**config.mk**
```make
export PLATFORM = sky130hd
export DESIGN_NAME = spi_master_flat
export DESIGN_NICKNAME = d
export VERILOG_FILES = /design/src/rtl/spi_master_if.sv /design/src/rtl/spi_master.sv /design/src/flat_wrapper.sv
export SDC_FILE = /design/constraint.sdc
export NUM_CORES = 1
export LEC_CHECK = 0
export ABC_CLOCK_PERIOD_IN_PS = 2300
export CAP_MARGIN = 20
export CORE_MARGIN = 2
export CORE_UTILIZATION = 53
export CTS_CLUSTER_DIAMETER = 60
export DETAILED_ROUTE_END_ITERATION = 10
export HOLD_SLACK_MARGIN = 0.15
export PLACE_DENSITY = 0.75
export SLEW_MARGIN = 20
export SYNTH_ARGS = -nofsm -noshare
export SYNTH_HDL_FRONTEND = slang
export SYNTH_SLANG_ARGS = --single-unit
```
**constraint.sdc**
```tcl
create_clock -name i_clk -period 2.3 [get_ports i_clk]
set_clock_uncertainty 0.2 [all_clocks]
set_input_delay 0.69 -clock i_clk [delete_from_list [all_inputs] [get_ports i_clk]]
set_output_delay 0.69 -clock i_clk [all_outputs]
set_load 0.1 [all_outputs]
```
**src/rtl/spi_master_if.sv**
```systemverilog
// Parallel handshake and SPI pin bundle for spi_master.
// Names carry the master's view: i_ = into the master, o_ = out of it.
interface spi_master_if #(
   parameter int DATA_WIDTH = 8
);
   logic                  i_start;
   logic [DATA_WIDTH-1:0] i_tx_data;
   logic                  o_busy;
   logic                  o_done;
   logic [DATA_WIDTH-1:0] o_rx_data;
   logic                  o_sclk;
   logic                  o_mosi;
   logic                  i_miso;
   logic                  o_cs_n;

   modport master (
      input  i_start, i_tx_data, i_miso,
      output o_busy, o_done, o_rx_data, o_sclk, o_mosi, o_cs_n
   );

   modport slave (
      output i_start, i_tx_data, i_miso,
      input  o_busy, o_done, o_rx_data, o_sclk, o_mosi, o_cs_n
   );
endinterface

```
**src/rtl/spi_master.sv**
```systemverilog
// SPI master: one DATA_WIDTH-bit full-duplex transfer per accepted start,
// MSB first, fixed CPOL/CPHA. All outputs come straight from registers.
module spi_master #(
   parameter int DATA_WIDTH = 8,
   parameter int CLK_DIV    = 4,
   parameter bit CPOL       = 1'b0,
   parameter bit CPHA       = 1'b0
) (
   input  logic         i_clk,
   input  logic         i_reset,
   spi_master_if.master bus
);
   localparam int DIV_W  = (CLK_DIV > 1) ? $clog2(CLK_DIV) : 1;
   localparam int EDGE_W = $clog2(2*DATA_WIDTH + 1);
   localparam logic [DIV_W-1:0]  DIV_LAST  = DIV_W'(CLK_DIV - 1);
   localparam logic [EDGE_W-1:0] EDGE_LAST = EDGE_W'(2*DATA_WIDTH - 1);

   typedef enum logic [1:0] {ST_IDLE, ST_SETUP, ST_XFER, ST_HOLD} state_t;

   state_t                r_state,     w_state_nxt;
   logic [DIV_W-1:0]      r_div_cnt,   w_div_nxt;
   logic [EDGE_W-1:0]     r_edge_cnt,  w_edge_nxt;
   logic [DATA_WIDTH-1:0] r_tx_shift,  w_tx_nxt;
   logic [DATA_WIDTH-1:0] r_rx_shift,  w_rx_nxt;
   logic [DATA_WIDTH-1:0] r_rx_data,   w_rx_data_nxt;
   logic                  r_sclk,      w_sclk_nxt;
   logic                  r_mosi,      w_mosi_nxt;
   logic                  r_cs_n,      w_cs_n_nxt;
   logic                  r_busy,      w_busy_nxt;
   logic                  r_done,      w_done_nxt;

   logic w_div_end, w_lead, w_first, w_last, w_sample, w_shift;

   // Edge classification for the toggle about to happen (index = r_edge_cnt).
   assign w_div_end = (r_div_cnt == DIV_LAST);
   assign w_lead    = ~r_edge_cnt[0];
   assign w_first   = (r_edge_cnt == '0);
   assign w_last    = (r_edge_cnt == EDGE_LAST);
   // The first bit is already on mosi from SETUP, so the shift edge that
   // would precede it (CPHA=1 first leading) or follow the last bit
   // (CPHA=0 last trailing) is skipped.
   assign w_sample  = CPHA ? ~w_lead : w_lead;
   assign w_shift   = CPHA ? (w_lead & ~w_first) : (~w_lead & ~w_last);

   // Next-state and next-register values; everything defaults to hold.
   always_comb begin
      w_state_nxt   = r_state;
      w_div_nxt     = r_div_cnt;
      w_edge_nxt    = r_edge_cnt;
      w_tx_nxt      = r_tx_shift;
      w_rx_nxt      = r_rx_shift;
      w_rx_data_nxt = r_rx_data;
      w_sclk_nxt    = r_sclk;
      w_mosi_nxt    = r_mosi;
      w_cs_n_nxt    = r_cs_n;
      w_busy_nxt    = r_busy;
      w_done_nxt    = 1'b0;
      case (r_state)
         ST_IDLE: begin
            if (bus.i_start) begin
               w_state_nxt = ST_SETUP;
               w_tx_nxt    = bus.i_tx_data;
               w_rx_nxt    = '0;
               w_edge_nxt  = '0;
               w_div_nxt   = '0;
               w_cs_n_nxt  = 1'b0;
               w_busy_nxt  = 1'b1;
               w_mosi_nxt  = bus.i_tx_data[DATA_WIDTH-1];
               w_sclk_nxt  = CPOL;
            end
         end
         ST_SETUP, ST_XFER: begin
            if (w_div_end) begin
               w_div_nxt   = '0;
               w_sclk_nxt  = ~r_sclk;
               w_edge_nxt  = r_edge_cnt + EDGE_W'(1);
               w_state_nxt = w_last ? ST_HOLD : ST_XFER;
               if (w_sample)
                  w_rx_nxt = {r_rx_shift[DATA_WIDTH-2:0], bus.i_miso};
               if (w_shift) begin
                  w_tx_nxt   = {r_tx_shift[DATA_WIDTH-2:0], 1'b0};
                  w_mosi_nxt = r_tx_shift[DATA_WIDTH-2];
               end
            end else begin
               w_div_nxt = r_div_cnt + DIV_W'(1);
            end
         end
         ST_HOLD: begin
            if (w_div_end) begin
               w_div_nxt     = '0;
               w_state_nxt   = ST_IDLE;
               w_done_nxt    = 1'b1;
               w_busy_nxt    = 1'b0;
               w_cs_n_nxt    = 1'b1;
               w_mosi_nxt    = 1'b0;
               w_sclk_nxt    = CPOL;
               w_rx_data_nxt = r_rx_shift;
            end else begin
               w_div_nxt = r_div_cnt + DIV_W'(1);
            end
         end
         default: w_state_nxt = ST_IDLE;
      endcase
   end

   // State and datapath registers; reset aborts any transfer silently.
   always_ff @(posedge i_clk) begin
      if (i_reset) begin
         r_state    <= ST_IDLE;
         r_div_cnt  <= '0;
         r_edge_cnt <= '0;
         r_tx_shift <= '0;
         r_rx_shift <= '0;
         r_rx_data  <= '0;
         r_sclk     <= CPOL;
         r_mosi     <= 1'b0;
         r_cs_n     <= 1'b1;
         r_busy     <= 1'b0;
         r_done     <= 1'b0;
      end else begin
         r_state    <= w_state_nxt;
         r_div_cnt  <= w_div_nxt;
         r_edge_cnt <= w_edge_nxt;
         r_tx_shift <= w_tx_nxt;
         r_rx_shift <= w_rx_nxt;
         r_rx_data  <= w_rx_data_nxt;
         r_sclk     <= w_sclk_nxt;
         r_mosi     <= w_mosi_nxt;
         r_cs_n     <= w_cs_n_nxt;
         r_busy     <= w_busy_nxt;
         r_done     <= w_done_nxt;
      end
   end

   assign bus.o_busy    = r_busy;
   assign bus.o_done    = r_done;
   assign bus.o_rx_data = r_rx_data;
   assign bus.o_sclk    = r_sclk;
   assign bus.o_mosi    = r_mosi;
   assign bus.o_cs_n    = r_cs_n;
endmodule

```
**src/flat_wrapper.sv**
```systemverilog
// flat-port wrapper written by rule: the top's interface ports become plain ports
module spi_master_flat 
#(
   parameter int DATA_WIDTH = 8,
   parameter int CLK_DIV    = 4,
   parameter bit CPOL       = 1'b0,
   parameter bit CPHA       = 1'b0
)
  (i_clk, i_reset, bus_i_start, bus_i_tx_data, bus_i_miso, bus_o_busy, bus_o_done, bus_o_rx_data, bus_o_sclk, bus_o_mosi, bus_o_cs_n);
  spi_master_if #(.DATA_WIDTH(DATA_WIDTH)) bus_i ();
  input  logic i_clk;
  input  logic i_reset;
  input wire logic [$bits(bus_i.i_start)-1:0] bus_i_start;
  input wire logic [$bits(bus_i.i_tx_data)-1:0] bus_i_tx_data;
  input wire logic [$bits(bus_i.i_miso)-1:0] bus_i_miso;
  output wire logic [$bits(bus_i.o_busy)-1:0] bus_o_busy;
  output wire logic [$bits(bus_i.o_done)-1:0] bus_o_done;
  output wire logic [$bits(bus_i.o_rx_data)-1:0] bus_o_rx_data;
  output wire logic [$bits(bus_i.o_sclk)-1:0] bus_o_sclk;
  output wire logic [$bits(bus_i.o_mosi)-1:0] bus_o_mosi;
  output wire logic [$bits(bus_i.o_cs_n)-1:0] bus_o_cs_n;
  assign bus_i.i_start = bus_i_start;
  assign bus_i.i_tx_data = bus_i_tx_data;
  assign bus_i.i_miso = bus_i_miso;
  assign bus_o_busy = bus_i.o_busy;
  assign bus_o_done = bus_i.o_done;
  assign bus_o_rx_data = bus_i.o_rx_data;
  assign bus_o_sclk = bus_i.o_sclk;
  assign bus_o_mosi = bus_i.o_mosi;
  assign bus_o_cs_n = bus_i.o_cs_n;
  spi_master #(.DATA_WIDTH(DATA_WIDTH), .CLK_DIV(CLK_DIV), .CPOL(CPOL), .CPHA(CPHA)) u_core (.i_clk(i_clk), .i_reset(i_reset), .bus(bus_i));
endmodule
```
Yosys cells after proc, flatten, opt, wreduce, memory -nomap -nowiden

Index checks and enable logic that the tools add are counted.

Output and inout port bits: 13
Register bits after elaboration: 37
Input port bits: 12
Word-level logic and storage cells: 72

Eq/ne operators: 10
Mux-type cells: 32
Reductions and logical operators: 13
$add $sub $neg: 2
Bitwise operators: 4

Operators by type and width:

| kind                                          | count |
|---|---|
| 2-to-1 mux 8 bit                              | 3 |
| 2-to-1 mux 7 bit                              | 3 |
| case mux 8 bit (2 select lines)               | 1 |
| case mux 7 bit (2 select lines)               | 1 |
| AND reduction 4 bit                           | 3 |
| 2-to-1 mux 1 bit                              | 10 |
| 2-to-1 mux 2 bit                              | 5 |
| 2-to-1 mux 5 bit                              | 2 |
| case mux 5 bit (2 select lines)               | 1 |
| AND reduction 3 bit                           | 3 |
| == test 2 bit, second input constant          | 3 |
| != test 2 x 1 -> 1 bit, second input constant | 3 |
| case mux 1 bit (3 select lines)               | 2 |
| case mux 2 bit (3 select lines)               | 1 |
| adder 5 x 1 -> 5 bit, second input constant   | 1 |
| == test 5 x 4 -> 1 bit, second input constant | 1 |
| != test 2 bit, second input constant          | 2 |
| case mux 1 bit (2 select lines)               | 2 |
| case mux 2 bit (2 select lines)               | 1 |
| nonzero test 2 bit                            | 2 |
| OR reduction 2 bit                            | 2 |
| inverter 1 bit                                | 3 |
| OR reduction 3 bit                            | 1 |
| adder 2 x 1 -> 2 bit, second input constant   | 1 |
| 4 further kinds                               | 4 |

Logic depth before layout (Yosys ltp)

Depth after elaboration: 6
Depth in mapped cells: 7
Mapped depth without buffers: 6

Least setup slack after synthesis

Ideal clock, no wire load.

Kind: register to register
From: register u_core.r_edge_cnt[0]
To: register u_core.r_tx_shift[0]
Required time: 1.984 ns
Cell stages (with the launch flop): 7
Path slack: 0.318 ns
Arrival time: 1.666 ns
Clock period less this slack: 1.982 ns
Buffers on the path: 0
Setup time: 0.116 ns
Cell sequence: dfxtp_1 > ha_1 > and3_1 > ha_1 > nand3b_1 > a21o_1 > a31o_2

Longest elaborated chain between the ends: 5

Ends and longest elaborated chain:

| what                                        | RTL line          | text |
|---|---|---|
| start, declared                             | spi_master.sv:22  | `logic [EDGE_W-1:0] r_edge_cnt, w_edge_nxt;` |
| start signal, assigned                      | spi_master.sv:123 | `r_edge_cnt <= w_edge_nxt;` |
| == test 5 x 4 -> 1 bit                      | spi_master.sv:38  | `assign w_last = (r_edge_cnt == EDGE_LAST);` |
| inverter 1 bit                              | spi_master.sv:43  | `assign w_shift = CPHA ? (w_lead & ~w_first) : (~w_lead & ~w_last);` |
| AND 1 bit (*)                               | spi_master.sv:43  |  |
| != test 2 x 1 -> 1 bit (no source line) (*) | -                 |  |
| AND reduction 4 bit (no source line) (*)    | -                 |  |
| end signal, assigned                        | spi_master.sv:124 | `r_tx_shift <= w_tx_nxt;` |
| end, declared                               | spi_master.sv:23  | `logic [DATA_WIDTH-1:0] r_tx_shift, w_tx_nxt;` |

Every way passes the cells marked *; elsewhere a longest branch is shown, timed or not.
A chain may end at the register's enable or synchronous reset.

Worst setup path in the final report

From: register u_core.r_edge_cnt[0]
To: register u_core.r_tx_shift[6]

The elaborated chain is that of the path after synthesis.

==> results.sh <==
export IMPL_syn_area_mm2=0.00169
export IMPL_final_common_cell="dfxtp_1"
export IMPL_hold_slack_ns=0.271
export IMPL_critPathKind="register to register"
export IMPL_power_frac_seq=0.544
export IMPL_relSlewSlack=0.604
export IMPL_period_minus_slack_ns=2.21
export IMPL_grt_pass1_vias=1477
export IMPL_critPathCaptureType="register"
export IMPL_drcViolationCount=0
export IMPL_clkTransAtPathRegs_ns=0.11
export IMPL_num_vias=1531
export IMPL_fillers=235
export IMPL_grt_max_degree=18
export IMPL_power_leakage_nw=0.793
export IMPL_worstPathArrival_ns=2.29
export IMPL_setup_ws_ns=0.0922
export IMPL_reg2reg_depth=6
export IMPL_cp_max_fo=7
export IMPL_power_switching_uw=360
export IMPL_postRouteAntennaNets=0
export IMPL_switching_share=0.290
export IMPL_syn_inst=189
export IMPL_vias_per_cell=5.78
export IMPL_ioPinCount=25
export IMPL_h_tree_depth=2
export IMPL_die_x_um=60.4
export IMPL_fin_area_mm2=0.00222
export IMPL_cap_viol_max_count=0
export IMPL_antenna_found_initial=0
export IMPL_clkPwrFrac=0.265
export IMPL_period_share=0.960
export IMPL_cp_data_required_time_ns=2.39
export IMPL_syn_nets=207
export IMPL_die_y_um=60.4
export IMPL_status="finished clean"
export IMPL_holdBufCountCts=0
export IMPL_hold_path_depth=2
export IMPL_synthSimpleGateAreaFrac=0.155
export IMPL_clock_sinks=37
export IMPL_holdCritPathClass="register to register"
export IMPL_place_congestion=0.889
export IMPL_area_delta_synth_final_pct=31.7
export IMPL_num_rows=20
export IMPL_wirelength_mm=3.97
export IMPL_cts_resized=0
export IMPL_synth_avg_cell_area_um2=8.92
export IMPL_yosysWarnings=0
export IMPL_worst_pin_slew_ns=0.594
export IMPL_dpl_cell_area_mm2=0.00215
export IMPL_synth_seq_cells=37
export IMPL_clockBufferDepth=2
export IMPL_combPwrFrac=0.191
export IMPL_dp_cells=257
export IMPL_setup_viol=0
export IMPL_drive_above_1_share=0.213
export IMPL_synth_compound_area_frac=0.243
export IMPL_synthMuxAreaShare=0.0482
export IMPL_cts_buffers_inserted=5
export IMPL_ys_types=35
export IMPL_post_drt_wl_per_cell_um=15.0
export IMPL_grt_usage=0.239
export IMPL_most_common_layout_cells="37 x dfxtp_1, 21 x a21oi_1, 15 x inv_1"
export IMPL_finalMaxSlewViolations=0
export IMPL_synth_adder_area_share=0.0445
export IMPL_hold_viol=0
export IMPL_power_density_mw_per_mm2=558
export IMPL_dp_hpwl_mm=2.95
export IMPL_r2r_slack_ns=0.09
export IMPL_rsz0062_at_grt="yes"
export IMPL_cts_repair_timing_setup_buffer_count=0
export IMPL_irDropWorstVdd_uv=320
export IMPL_io_buffers=24
export IMPL_nNetsFinal=238
export IMPL_grt_ovfl_total=0
export IMPL_diodes=0
export IMPL_synth_xor_area_frac=0
export IMPL_p_int_uw=879
export IMPL_seq_area_frac_synth=0.439
export IMPL_cts_tree="built"
export IMPL_cts_root_buf="clkbuf_4"
export IMPL_dr_pass1_iters=4
export IMPL_instances_no_fill=265
export IMPL_coreArea_mm2=0.00303
export IMPL_clk_latency_ns=0.34
export IMPL_drtIter0Drc=72
export IMPL_startpoint_type="register"
export IMPL_pre_cts_ws_ns=-0.0938
export IMPL_fmaxAchievable_mhz=453
export IMPL_fin_setup_tns_ns=0
export IMPL_synth_top_family_by_area="compound AO/OA/AOI/OAI gates"
export IMPL_start_util=0.557
export IMPL_grt_pass1_wl_mm=6.44
export IMPL_dieArea_mm2=0.00365
==> layout make-up <==
| class | count | area, um2 | area share |
|---|---|---|---|
| Multi-Input combinational cell | 123 | 842 | 0.379 |
| Sequential cell | 37 | 741 | 0.334 |
| Timing Repair Buffer | 38 | 475 | 0.214 |
| Inverter | 15 | 56.3 | 0.0254 |
| Tap cell | 44 | 55.1 | 0.0248 |
| Clock buffer | 6 | 41.3 | 0.0186 |
| Clock inverter | 2 | 10.0 | 0.00451 |
==> worst max-delay path, stage by stage, from the launching register on <==
cell	delay, ns
dfxtp_1	0.33
ha_1	0.23
and3_1	0.20
ha_2	0.20
nand3b_1	0.30
a2111oi_0	0.53
a31o_2	0.16
==> layer usage <==
layer	part of all wire	track usage	vias up
met5	0	0	-
met4	0.015	0.118	0
met3	0.047	0.0661	10
met2	0.51	0.398	39
met1	0.43	0.285	726
li1	-	-	756
==> power by group through the flow <==
stage	Combinational [mW]	Sequential [mW]	Clock (mW)
floorplan	0.115	0.717	0
global placement	0.221	0.687	0
detailed placement	0.229	0.689	0
CTS	0.230	0.674	0.340
global route	0.254	0.676	0.370
finish	0.237	0.674	0.328
==> per-stage QoR <==
step	power (mW)	utilization
global placement	0.908	0.712
floorplan	0.832	-
detailed placement	0.918	0.712
CTS	1.24	0.729
finish	1.24	0.733
global route	1.30	0.733
==> registers in the layout, summed over array words and instances, names as in the netlist <==
| name | flops |
|---|---|
| u_core.bus.o_done | 1 |
| u_core.bus.o_mosi | 1 |
| u_core.bus.o_busy | 1 |
| u_core.r_rx_shift | 8 |
| u_core.bus.o_cs_n | 1 |
| u_core.r_state | 2 |
| u_core.bus.o_sclk | 1 |
| u_core.bus.o_rx_data | 8 |
| u_core.r_tx_shift | 7 |
| u_core.r_div_cnt | 2 |
| u_core.r_edge_cnt | 5 |
==> synth_stat cells <==
library cell,number,share of area
dfxtp_1,37,0.44
a21oi_1,21,0.062
inv_1,15,0.033
nand2_1,14,0.031
nand3_1,13,0.039
clkbuf_1,8,0.018
o32ai_1,8,0.042
a2111oi_0,7,0.036
a31o_2,7,0.036
mux2i_1,7,0.042
o21ai_0,7,0.021
ha_1,6,0.045
nand2b_1,4,0.015
or4_1,4,0.018
nand3b_1,3,0.013
nor2b_1,3,0.011
a211oi_1,2,0.0089
a31oi_1,2,0.0074
buf_1,2,0.0045
buf_2,2,0.0059
buf_4,2,0.0089
nor2_1,2,0.0045
a21o_1,1,0.0045
a311oi_1,1,0.0052
and3_1,1,0.0037
mux2_2,1,0.0067
nand4_1,1,0.0037
nor3_1,1,0.0030
nor3b_1,1,0.0045
nor4b_1,1,0.0052
o2111ai_1,1,0.0052
o21ba_2,1,0.0059
o21bai_1,1,0.0045
o22ai_1,1,0.0037
or2_2,1,0.0037
==> worst paths after layout <==
check | end | from
min | u_core.r_div_cnt[1]$_SDFFE_PP0P_ | u_core.r_div_cnt[1]$_SDFFE_PP0P_
min reg2reg | u_core.r_div_cnt[1]$_SDFFE_PP0P_ | u_core.r_div_cnt[1]$_SDFFE_PP0P_
max | u_core.r_tx_shift[6]$_SDFFE_PP0P_ | u_core.r_edge_cnt[0]$_SDFFE_PP0P_
max reg2reg | u_core.r_tx_shift[6]$_SDFFE_PP0P_ | u_core.r_edge_cnt[0]$_SDFFE_PP0P_
==> cells by family (layout without fill, tap and decap cells) <==
kind of cell,after synthesis,in the layout
AO/OA/AOI/OAI,60,60
AND/OR/NAND/NOR,49,49
flip-flops,37,37
buffers and inverters,29,61
multiplexers,8,8
adder cells (fa/ha/maj),6,6
Note: power is estimated with default switching activity, not from simulation.
